===== config.mk =====
export PLATFORM = sky130hd
export DESIGN_NAME = dbpu_flat
export DESIGN_NICKNAME = d
export VERILOG_FILES = /design/src/rtl/dbpu_if.sv /design/src/rtl/dbpu.sv /design/src/flat_wrapper.sv
export SDC_FILE = /design/constraint.sdc
export NUM_CORES = 2
export LEC_CHECK = 0
export CAP_MARGIN = 20
export CORE_ASPECT_RATIO = 1.25
export CORE_UTILIZATION = 60
export CTS_CLUSTER_SIZE = 8
export DETAILED_ROUTE_END_ITERATION = 6
export HOLD_SLACK_MARGIN = 0.15
export PLACE_DENSITY = 0.78
export SLEW_MARGIN = 0
export SYNTH_ARGS = -nofsm -noshare
export SYNTH_HDL_FRONTEND = slang
export SYNTH_SLANG_ARGS = --single-unit

===== constraint.sdc =====
create_clock -name clk -period 10.2 [get_ports clk]
set_input_delay 2.04 -clock clk [delete_from_list [all_inputs] [get_ports clk]]
set_output_delay 2.04 -clock clk [all_outputs]
set_load 0.005 [all_outputs]

===== src/rtl/dbpu_if.sv =====
// Fetch-side prediction bus of the decode-stage branch predictor: instruction
// lookup, resolved-transfer update channel and the combinational prediction result.
interface dbpu_if #(
    parameter int ADDR_W = 32
);
    logic [ADDR_W-1:0] inst_i;
    logic              inst_valid_i;
    logic [ADDR_W-1:0] pc_i;
    logic              stall_i;
    logic              flush_i;
    logic              upd_valid_i;
    logic [ADDR_W-1:0] upd_pc_i;
    logic [ADDR_W-1:0] upd_target_i;
    logic              upd_is_branch_i;
    logic              upd_is_jalr_i;
    logic              upd_taken_i;
    logic              branch_taken_o;
    logic [ADDR_W-1:0] branch_addr_o;
    logic              is_pred_branch_o;
    logic              is_pred_jalr_o;

    // Lookup fields are sampled whenever inst_valid_i=1; the update channel is a
    // one-cycle strobe (upd_valid_i) with no back-pressure, captured only when stall_i=0.
    modport master (
        output inst_i, inst_valid_i, pc_i, stall_i, flush_i,
        output upd_valid_i, upd_pc_i, upd_target_i, upd_is_branch_i, upd_is_jalr_i, upd_taken_i,
        input  branch_taken_o, branch_addr_o, is_pred_branch_o, is_pred_jalr_o
    );

    modport slave (
        input  inst_i, inst_valid_i, pc_i, stall_i, flush_i,
        input  upd_valid_i, upd_pc_i, upd_target_i, upd_is_branch_i, upd_is_jalr_i, upd_taken_i,
        output branch_taken_o, branch_addr_o, is_pred_branch_o, is_pred_jalr_o
    );
endinterface


===== src/rtl/dbpu.sv =====
// Decode-stage branch predictor: 2-bit BHT, direct-mapped JALR BTB and an optional
// return-address stack built only when DBPU_RAS_EN is defined.
`ifndef ITCM_BASE_ADDR
`define ITCM_BASE_ADDR 32'h8000_0000
`endif
`ifndef ITCM_SIZE
`define ITCM_SIZE 32'h0001_0000
`endif

module dbpu #(
    parameter int              ADDR_W    = 32,
    parameter int              BHT_IDX_W = 6,
    parameter int              BTB_IDX_W = 4,
    parameter int              RAS_DEPTH = 4,
    parameter logic [ADDR_W-1:0] ITCM_BASE = `ITCM_BASE_ADDR,
    parameter logic [ADDR_W-1:0] ITCM_SIZE = `ITCM_SIZE
) (
    input logic  clk,
    input logic  rst_n,
    dbpu_if.slave bus
);
    localparam int BHT_N = 1 << BHT_IDX_W;
    localparam int BTB_N = 1 << BTB_IDX_W;
    localparam logic [6:0] OP_BRANCH = 7'b1100011;
    localparam logic [6:0] OP_JAL    = 7'b1101111;
    localparam logic [6:0] OP_JALR   = 7'b1100111;

    logic [1:0]        r_bht       [BHT_N];
    logic              r_btb_valid [BTB_N];
    logic [ADDR_W-1:0] r_btb_tag   [BTB_N];
    logic [ADDR_W-1:0] r_btb_tgt   [BTB_N];

    logic              r_upd_valid;
    logic [ADDR_W-1:0] r_upd_pc;
    logic [ADDR_W-1:0] r_upd_target;
    logic              r_upd_is_branch;
    logic              r_upd_is_jalr;
    logic              r_upd_taken;

    logic [31:0]       w_inst;
    logic              w_is_br, w_is_jal, w_is_jalr;
    logic [ADDR_W-1:0] w_b_imm, w_j_imm;
    logic [ADDR_W-1:0] w_pc_plus4;
    logic [BHT_IDX_W-1:0] w_bht_idx;
    logic [BTB_IDX_W-1:0] w_btb_idx;
    logic              w_btb_hit;
    logic              w_ras_hit;
    logic [ADDR_W-1:0] w_ras_top;
    logic              w_pred_taken;
    logic [ADDR_W-1:0] w_pred_tgt;
    logic              w_in_itcm;
    logic              w_apply;

    assign w_inst    = bus.inst_i[31:0];
    assign w_is_br   = bus.inst_valid_i && (w_inst[6:0] == OP_BRANCH);
    assign w_is_jal  = bus.inst_valid_i && (w_inst[6:0] == OP_JAL);
    assign w_is_jalr = bus.inst_valid_i && (w_inst[6:0] == OP_JALR) && (w_inst[14:12] == 3'b000);

    assign w_b_imm = {{(ADDR_W-12){w_inst[31]}}, w_inst[7], w_inst[30:25], w_inst[11:8], 1'b0};
    assign w_j_imm = {{(ADDR_W-20){w_inst[31]}}, w_inst[19:12], w_inst[20], w_inst[30:21], 1'b0};
    assign w_pc_plus4 = bus.pc_i + ADDR_W'(4);

    assign w_bht_idx = bus.pc_i[BHT_IDX_W+1:2];
    assign w_btb_idx = bus.pc_i[BTB_IDX_W+1:2];
    assign w_btb_hit = r_btb_valid[w_btb_idx] && (r_btb_tag[w_btb_idx] == bus.pc_i);

    always_comb begin
        w_pred_taken = 1'b0;
        w_pred_tgt   = w_pc_plus4;
        if (w_is_br && r_bht[w_bht_idx][1]) begin
            w_pred_taken = 1'b1;
            w_pred_tgt   = bus.pc_i + w_b_imm;
        end else if (w_is_jal) begin
            w_pred_taken = 1'b1;
            w_pred_tgt   = bus.pc_i + w_j_imm;
        end else if (w_is_jalr && w_ras_hit) begin
            w_pred_taken = 1'b1;
            w_pred_tgt   = w_ras_top;
        end else if (w_is_jalr && w_btb_hit) begin
            w_pred_taken = 1'b1;
            w_pred_tgt   = r_btb_tgt[w_btb_idx];
        end
    end

    // One extra bit keeps the range check correct when the ITCM window touches the top of memory.
    assign w_in_itcm = ({1'b0, w_pred_tgt} >= {1'b0, ITCM_BASE}) &&
                       ({1'b0, w_pred_tgt} <  ({1'b0, ITCM_BASE} + {1'b0, ITCM_SIZE}));

    assign bus.branch_taken_o   = w_pred_taken && !bus.stall_i && w_in_itcm;
    assign bus.branch_addr_o    = bus.branch_taken_o ? w_pred_tgt : w_pc_plus4;
    assign bus.is_pred_branch_o = w_is_br;
    assign bus.is_pred_jalr_o   = w_is_jalr;

    always_ff @(posedge clk or negedge rst_n) begin
        if (!rst_n) begin
            r_upd_valid     <= 1'b0;
            r_upd_pc        <= '0;
            r_upd_target    <= '0;
            r_upd_is_branch <= 1'b0;
            r_upd_is_jalr   <= 1'b0;
            r_upd_taken     <= 1'b0;
        end else if (!bus.stall_i) begin
            r_upd_valid     <= bus.upd_valid_i;
            r_upd_pc        <= bus.upd_pc_i;
            r_upd_target    <= bus.upd_target_i;
            r_upd_is_branch <= bus.upd_is_branch_i;
            r_upd_is_jalr   <= bus.upd_is_jalr_i;
            r_upd_taken     <= bus.upd_taken_i;
        end
    end

    // A held update is applied once, on the first unstalled edge after capture.
    assign w_apply = r_upd_valid && !bus.stall_i;

    always_ff @(posedge clk or negedge rst_n) begin
        if (!rst_n) begin
            for (int k = 0; k < BHT_N; k++) r_bht[k] <= 2'b01;
        end else if (w_apply && r_upd_is_branch) begin
            if (r_upd_taken) begin
                if (r_bht[r_upd_pc[BHT_IDX_W+1:2]] != 2'b11)
                    r_bht[r_upd_pc[BHT_IDX_W+1:2]] <= r_bht[r_upd_pc[BHT_IDX_W+1:2]] + 2'd1;
            end else if (r_bht[r_upd_pc[BHT_IDX_W+1:2]] != 2'b00) begin
                r_bht[r_upd_pc[BHT_IDX_W+1:2]] <= r_bht[r_upd_pc[BHT_IDX_W+1:2]] - 2'd1;
            end
        end
    end

    always_ff @(posedge clk or negedge rst_n) begin
        if (!rst_n) begin
            for (int k = 0; k < BTB_N; k++) begin
                r_btb_valid[k] <= 1'b0;
                r_btb_tag[k]   <= '0;
                r_btb_tgt[k]   <= '0;
            end
        end else if (w_apply && r_upd_is_jalr && r_upd_taken) begin
            r_btb_valid[r_upd_pc[BTB_IDX_W+1:2]] <= 1'b1;
            r_btb_tag[r_upd_pc[BTB_IDX_W+1:2]]   <= r_upd_pc;
            r_btb_tgt[r_upd_pc[BTB_IDX_W+1:2]]   <= r_upd_target;
        end
    end

`ifdef DBPU_RAS_EN
    localparam int PTR_W = $clog2(RAS_DEPTH);

    logic [ADDR_W-1:0] r_ras [RAS_DEPTH];
    logic [PTR_W-1:0]  r_ras_ptr;
    logic [PTR_W:0]    r_ras_cnt;
    logic [4:0]        w_rd, w_rs1;
    logic              w_rd_link, w_rs1_link, w_push, w_pop, w_ras_commit, w_ras_we;
    logic [PTR_W-1:0]  w_top_idx, w_ras_widx;

    assign w_rd         = w_inst[11:7];
    assign w_rs1        = w_inst[19:15];
    assign w_rd_link    = (w_rd == 5'd1) || (w_rd == 5'd5);
    assign w_rs1_link   = (w_rs1 == 5'd1) || (w_rs1 == 5'd5);
    assign w_push       = (w_is_jal || w_is_jalr) && w_rd_link;
    assign w_pop        = w_is_jalr && w_rs1_link && (!w_rd_link || (w_rd != w_rs1));
    assign w_top_idx    = r_ras_ptr - PTR_W'(1);
    assign w_ras_hit    = w_pop && (r_ras_cnt != '0);
    assign w_ras_top    = r_ras[w_top_idx];
    assign w_ras_commit = bus.inst_valid_i && !bus.stall_i && !bus.flush_i;
    // Pop-then-push collapses to overwriting the current top in place.
    assign w_ras_we     = w_ras_commit && w_push;
    assign w_ras_widx   = w_ras_hit ? w_top_idx : r_ras_ptr;

    always_ff @(posedge clk or negedge rst_n) begin
        if (!rst_n) begin
            r_ras_ptr <= '0;
            r_ras_cnt <= '0;
        end else if (bus.flush_i) begin
            r_ras_cnt <= '0;
        end else if (w_ras_commit) begin
            if (w_ras_hit && !w_push) begin
                r_ras_ptr <= w_top_idx;
                r_ras_cnt <= r_ras_cnt - (PTR_W+1)'(1);
            end else if (!w_ras_hit && w_push) begin
                r_ras_ptr <= r_ras_ptr + PTR_W'(1);
                if (r_ras_cnt != (PTR_W+1)'(RAS_DEPTH))
                    r_ras_cnt <= r_ras_cnt + (PTR_W+1)'(1);
            end
        end
    end

    always_ff @(posedge clk) begin
        if (w_ras_we) r_ras[w_ras_widx] <= w_pc_plus4;
    end
`else
    logic w_unused;

    assign w_ras_hit = 1'b0;
    assign w_ras_top = '0;
    assign w_unused  = bus.flush_i;
`endif
endmodule

===== src/flat_wrapper.sv =====
// flat-port wrapper written by rule: the top's interface ports become plain ports
module dbpu_flat 
#(
    parameter int              ADDR_W    = 32,
    parameter int              BHT_IDX_W = 6,
    parameter int              BTB_IDX_W = 4,
    parameter int              RAS_DEPTH = 4,
    parameter logic [ADDR_W-1:0] ITCM_BASE = `ITCM_BASE_ADDR,
    parameter logic [ADDR_W-1:0] ITCM_SIZE = `ITCM_SIZE
)
  (clk, rst_n, bus_inst_i, bus_inst_valid_i, bus_pc_i, bus_stall_i, bus_flush_i, bus_upd_valid_i, bus_upd_pc_i, bus_upd_target_i, bus_upd_is_branch_i, bus_upd_is_jalr_i, bus_upd_taken_i, bus_branch_taken_o, bus_branch_addr_o, bus_is_pred_branch_o, bus_is_pred_jalr_o);
  dbpu_if #(.ADDR_W(ADDR_W)) bus_i ();
  input logic clk;
  input logic rst_n;
  input wire logic [$bits(bus_i.inst_i)-1:0] bus_inst_i;
  input wire logic [$bits(bus_i.inst_valid_i)-1:0] bus_inst_valid_i;
  input wire logic [$bits(bus_i.pc_i)-1:0] bus_pc_i;
  input wire logic [$bits(bus_i.stall_i)-1:0] bus_stall_i;
  input wire logic [$bits(bus_i.flush_i)-1:0] bus_flush_i;
  input wire logic [$bits(bus_i.upd_valid_i)-1:0] bus_upd_valid_i;
  input wire logic [$bits(bus_i.upd_pc_i)-1:0] bus_upd_pc_i;
  input wire logic [$bits(bus_i.upd_target_i)-1:0] bus_upd_target_i;
  input wire logic [$bits(bus_i.upd_is_branch_i)-1:0] bus_upd_is_branch_i;
  input wire logic [$bits(bus_i.upd_is_jalr_i)-1:0] bus_upd_is_jalr_i;
  input wire logic [$bits(bus_i.upd_taken_i)-1:0] bus_upd_taken_i;
  output wire logic [$bits(bus_i.branch_taken_o)-1:0] bus_branch_taken_o;
  output wire logic [$bits(bus_i.branch_addr_o)-1:0] bus_branch_addr_o;
  output wire logic [$bits(bus_i.is_pred_branch_o)-1:0] bus_is_pred_branch_o;
  output wire logic [$bits(bus_i.is_pred_jalr_o)-1:0] bus_is_pred_jalr_o;
  assign bus_i.inst_i = bus_inst_i;
  assign bus_i.inst_valid_i = bus_inst_valid_i;
  assign bus_i.pc_i = bus_pc_i;
  assign bus_i.stall_i = bus_stall_i;
  assign bus_i.flush_i = bus_flush_i;
  assign bus_i.upd_valid_i = bus_upd_valid_i;
  assign bus_i.upd_pc_i = bus_upd_pc_i;
  assign bus_i.upd_target_i = bus_upd_target_i;
  assign bus_i.upd_is_branch_i = bus_upd_is_branch_i;
  assign bus_i.upd_is_jalr_i = bus_upd_is_jalr_i;
  assign bus_i.upd_taken_i = bus_upd_taken_i;
  assign bus_branch_taken_o = bus_i.branch_taken_o;
  assign bus_branch_addr_o = bus_i.branch_addr_o;
  assign bus_is_pred_branch_o = bus_i.is_pred_branch_o;
  assign bus_is_pred_jalr_o = bus_i.is_pred_jalr_o;
  dbpu #(.ADDR_W(ADDR_W), .BHT_IDX_W(BHT_IDX_W), .BTB_IDX_W(BTB_IDX_W), .RAS_DEPTH(RAS_DEPTH), .ITCM_BASE(ITCM_BASE), .ITCM_SIZE(ITCM_SIZE)) u_core (.clk(clk), .rst_n(rst_n), .bus(bus_i));
endmodule

==> flow_metrics.py <==
metrics = {
    "status": {
        "status": "completed",
    },
    "power_and_ir_drop": {
        "power_frac_clock_pct": 39.2,
        "pwr-share-comb_pct": 14.5,
        "p_seq_share_pct": 46.3,
        "p_sw_share_pct": 25.7,
        "p_switching_w": 0.00332,
        "ir_worst_vdd_mv": 0.162,
        "cellPowerDensity_mw_per_mm2": 190,
        "p_leak_nw": 31.5,
        "internal_power_w": 0.00960,
    },
    "drt": {
        "first_pass_iters": 5,
        "wl_microns": 162000,
        "vias": 38700,
        "wl_per_cell_microns": 27.4,
        "routed_via_density": 6.57,
        "ant_nets": 0,
        "first_iter_violations": 3009,
        "detail_route.drc_violations": 0,
    },
    "cts": {
        "worstSkewPairLatency_ns": 0.78,
        "cts_tree": "built",
        "clk_pin_slew_worst_paths_ns": 0.05,
        "clock_path_buffers": 3,
        "clkSinkCount": 1236,
        "post_cts_buffers": 0,
        "htreeDepth": 4,
        "root_buffer": "clkbuf_16",
        "ctsResizeCount": 0,
        "ctsHoldBuffers": 0,
        "cts_buffers": 172,
    },
    "worst_setup_path": {
        "slowest_delay_ns": 0.65,
        "crit_family": "simple AND/OR/NAND/NOR gates",
        "crit_fanout": 26,
        "cp.arrival_ns": 7.98,
        "worstSetupStartpointType": "input port",
        "end_kind": "primary output",
        "path_buf_inv": 3,
        "crit_type": "input port to primary output",
        "required_ns": 8.16,
        "cpMostUsedCell": "or4_1",
        "cp_cell_sequence": "buf_8 > mux4_2 > mux2_2 > a222oi_1 > o21ai_0 > or4_1 > or4_1 > or4_1 > mux2i_1 > o31ai_1 > or4b_4 > nor3_4 > buf_12 > mux2i_1 > clkdlybuf4s50_1",
        "slowest_stage": "or4_1",
    },
    "yosys": {
        "syn_nets": 4620,
        "synth_xor_xnor_area_share_pct": 1.57,
        "synth-main-ff-cell": "dfrtp_1",
        "netlist_instances": 4435,
        "synth_top_area_share_pct": 48.6,
        "ys_warn_count": 0,
        "synth_area_leaders": "dfrtp_1 (49%), mux2_2 (21%), mux4_2 (10%)",
        "synth-compound-area-share_pct": 4.62,
        "synth-edff-count": 0,
        "synth.distinct_cells": 80,
        "synth_area_leader_cell": "dfrtp_1",
        "syn_area_sq_mm": 0.0604,
        "synth_top_family_by_area": "multiplexers",
        "synthArstFlopShare_pct": 100,
        "ys_seq_area_share_pct": 51.4,
        "synth-seq-cells": 1236,
        "synthAdderAreaFrac_pct": 1.02,
        "synthMuxAreaShare_pct": 32.6,
        "syn_avg_cell_area_sq_um": 13.6,
        "yosys-top-cells-count": "dfrtp_1 (1172), mux2_2 (1108), mux4_2 (268)",
        "post_synth_and_or_nand_nor_area_fraction_pct": 6.15,
        "yosysMostFrequentCell": "dfrtp_1",
    },
    "floorplanning": {
        "core_sq_mm": 0.0993,
        "rows": 129,
        "die_area_sq_mm": 0.102,
        "ios": 172,
        "die_h_microns": 357,
        "initial_utilization_pct": 60.8,
        "fp.dieW_microns": 286,
    },
    "sta": {
        "relSlewSlack_pct": 21.6,
        "fin_crit_sh_pct": 98.2,
        "final_max_slew_viol_count": 0,
        "worst-slew-pin-transition_ns": 1.18,
        "finalHoldViolCount": 0,
        "post-route-min-period_ns": 10.02,
        "rsz0062_at_grt": "false",
        "tns_ns": 0,
        "timing.fmax_ghz": 0.0998,
        "fin_skew_ns": 0.0311,
        "setup_viol": 0,
    },
    "placed_design": {
        "place_congestion": 1.00,
        "dp_hpwl_microns": 100000,
        "io_buffers": 170,
    },
    "cells_and_area": {
        "fin_nets": 4734,
        "drive_gt1_share_pct": 39.5,
        "utilization_pct": 68.6,
        "syn2layout_area_growth_pct": 12.9,
    },
    "hold_path": {
        "hp-class": "flop to flop",
    },
    "global_route": {
        "grt_max_degree": 201,
        "grt_pass1_vias": 41000,
        "grt_pass1_wl_microns": 251000,
        "grt_overflow": 0,
        "antenna_found_initial": 1,
        "grt_usage_pct": 32.6,
    },
    "job": {
        "maxCapViolations": 0,
    },
}
## routing by layer
layer	part of all wire (%)	GRT usage (%)	vias up
met5	0	0	-
met1	40	41.8	20500
met4	4.6	15.4	0
met3	5.3	4.67	377
met2	50	55.1	1297
li1	-	-	16500
## cell usage in the layout (no fill, tap or decap), types with 25 or more instances in the layout
cell type        netlist  final
nor2_1               180    176
o21ai_0              114    114
mux4_2               268    268
clkbuf_16              0    174
or2_2                 28     28
ha_1                  46     46
nor3_1                52     51
nand2b_1              50     50
clkbuf_1             262     28
and2_1                25     25
nand2_1              162    156
xnor2_1               79     78
dfstp_2               64     64
nand3_1               50     49
a211oi_1              26     26
nor2b_1               43     41
nor4_1                29     28
buf_4                 14    109
dfrtp_1             1172   1171
mux2_2              1108   1108
clkdlybuf4s50_1        0    164
inv_1                 38     36
xor2_1                29     29
a21oi_1               97     97
mux2i_1              115    115
## final cells by class
class | count | area (sq um)
fill | 6895 | 31100
sequential | 1236 | 31000
multi-input combinational | 2808 | 27900
clock buffer | 202 | 4460
timing repair buffer | 292 | 2800
tap | 1310 | 1640
clock inverter | 11 | 188
inverter | 39 | 148
antenna | 2 | 5.00
## through the flow
step / instances / worst slack, ns / hold WS [ns] / power [W] / instance area (sq um)
floorplan: 4435 / 1.42 / 0.426 / 0.00722 / 60400
CTS: 5898 / 0.173 / 0.457 / 0.0130 / 68100
global placement: 5685 / 0.222 / 0.441 / 0.00780 / 63500
detailed placement: 5685 / 0.190 / 0.444 / 0.00790 / 63500
finish: 5900 / 0.179 / 0.454 / 0.0129 / 68100
global route: 5899 / 0.0324 / 0.475 / 0.0134 / 68100
## flip-flops by register name, indices dropped and copies added (netlist names), named ones only
register / cells
u_core.r_upd_pc: 32
u_core.r_upd_is_branch: 1
u_core.r_btb_tgt: 512
u_core.r_btb_valid: 16
u_core.r_btb_tag: 512
u_core.r_upd_is_jalr: 1
u_core.r_upd_valid: 1
u_core.r_bht: 64
u_core.r_upd_target: 32
u_core.r_upd_taken: 1
## cell families after synthesis
group,count (synthesis)
AOI/OAI and AO/OA,430
and+or+nand+nor,728
adders and majority gates,48
buffers and inverters,391
muxes,1494
DFF,1236
xor gates and xnor gates,108
## power groups by stage
stage	Clock [W]	Sequential [W]	Combinational (W)
final	0.00507	0.00599	0.00187
after global placement	0	0.00600	0.00181
after detailed placement	0	0.00604	0.00186
after floorplan	0	0.00585	0.00136
after CTS	0.00514	0.00598	0.00187
after global routing	0.00534	0.00606	0.00201
## final timing paths
check | slack [ns] | cells past startpoint | startpoint | to
worst max-delay path | 0.18 | 15 | bus_pc_i[3] | bus_branch_addr_o[11]
max in group asynchronous | 6.63 | 3 | rst_n | u_core.r_btb_tag[401]$_DFFE_PN0P_
min in group asynchronous | 1.23 | 1 | rst_n | u_core.r_btb_tag[12]$_DFFE_PN0P_
worst min register to register | 0.45 | 1 | u_core.r_btb_tag[133]$_DFFE_PN0P_ | u_core.r_btb_tag[133]$_DFFE_PN0P_
worst min-delay path | 0.45 | 1 | u_core.r_btb_tag[133]$_DFFE_PN0P_ | u_core.r_btb_tag[133]$_DFFE_PN0P_
worst max register to register | 5.28 | 12 | u_core.r_upd_pc[2]$_DFFE_PN0N_ | u_core.r_bht[93]$_DFFE_PN0P_
No activity file was read; power rests on OpenSTA's default activity.
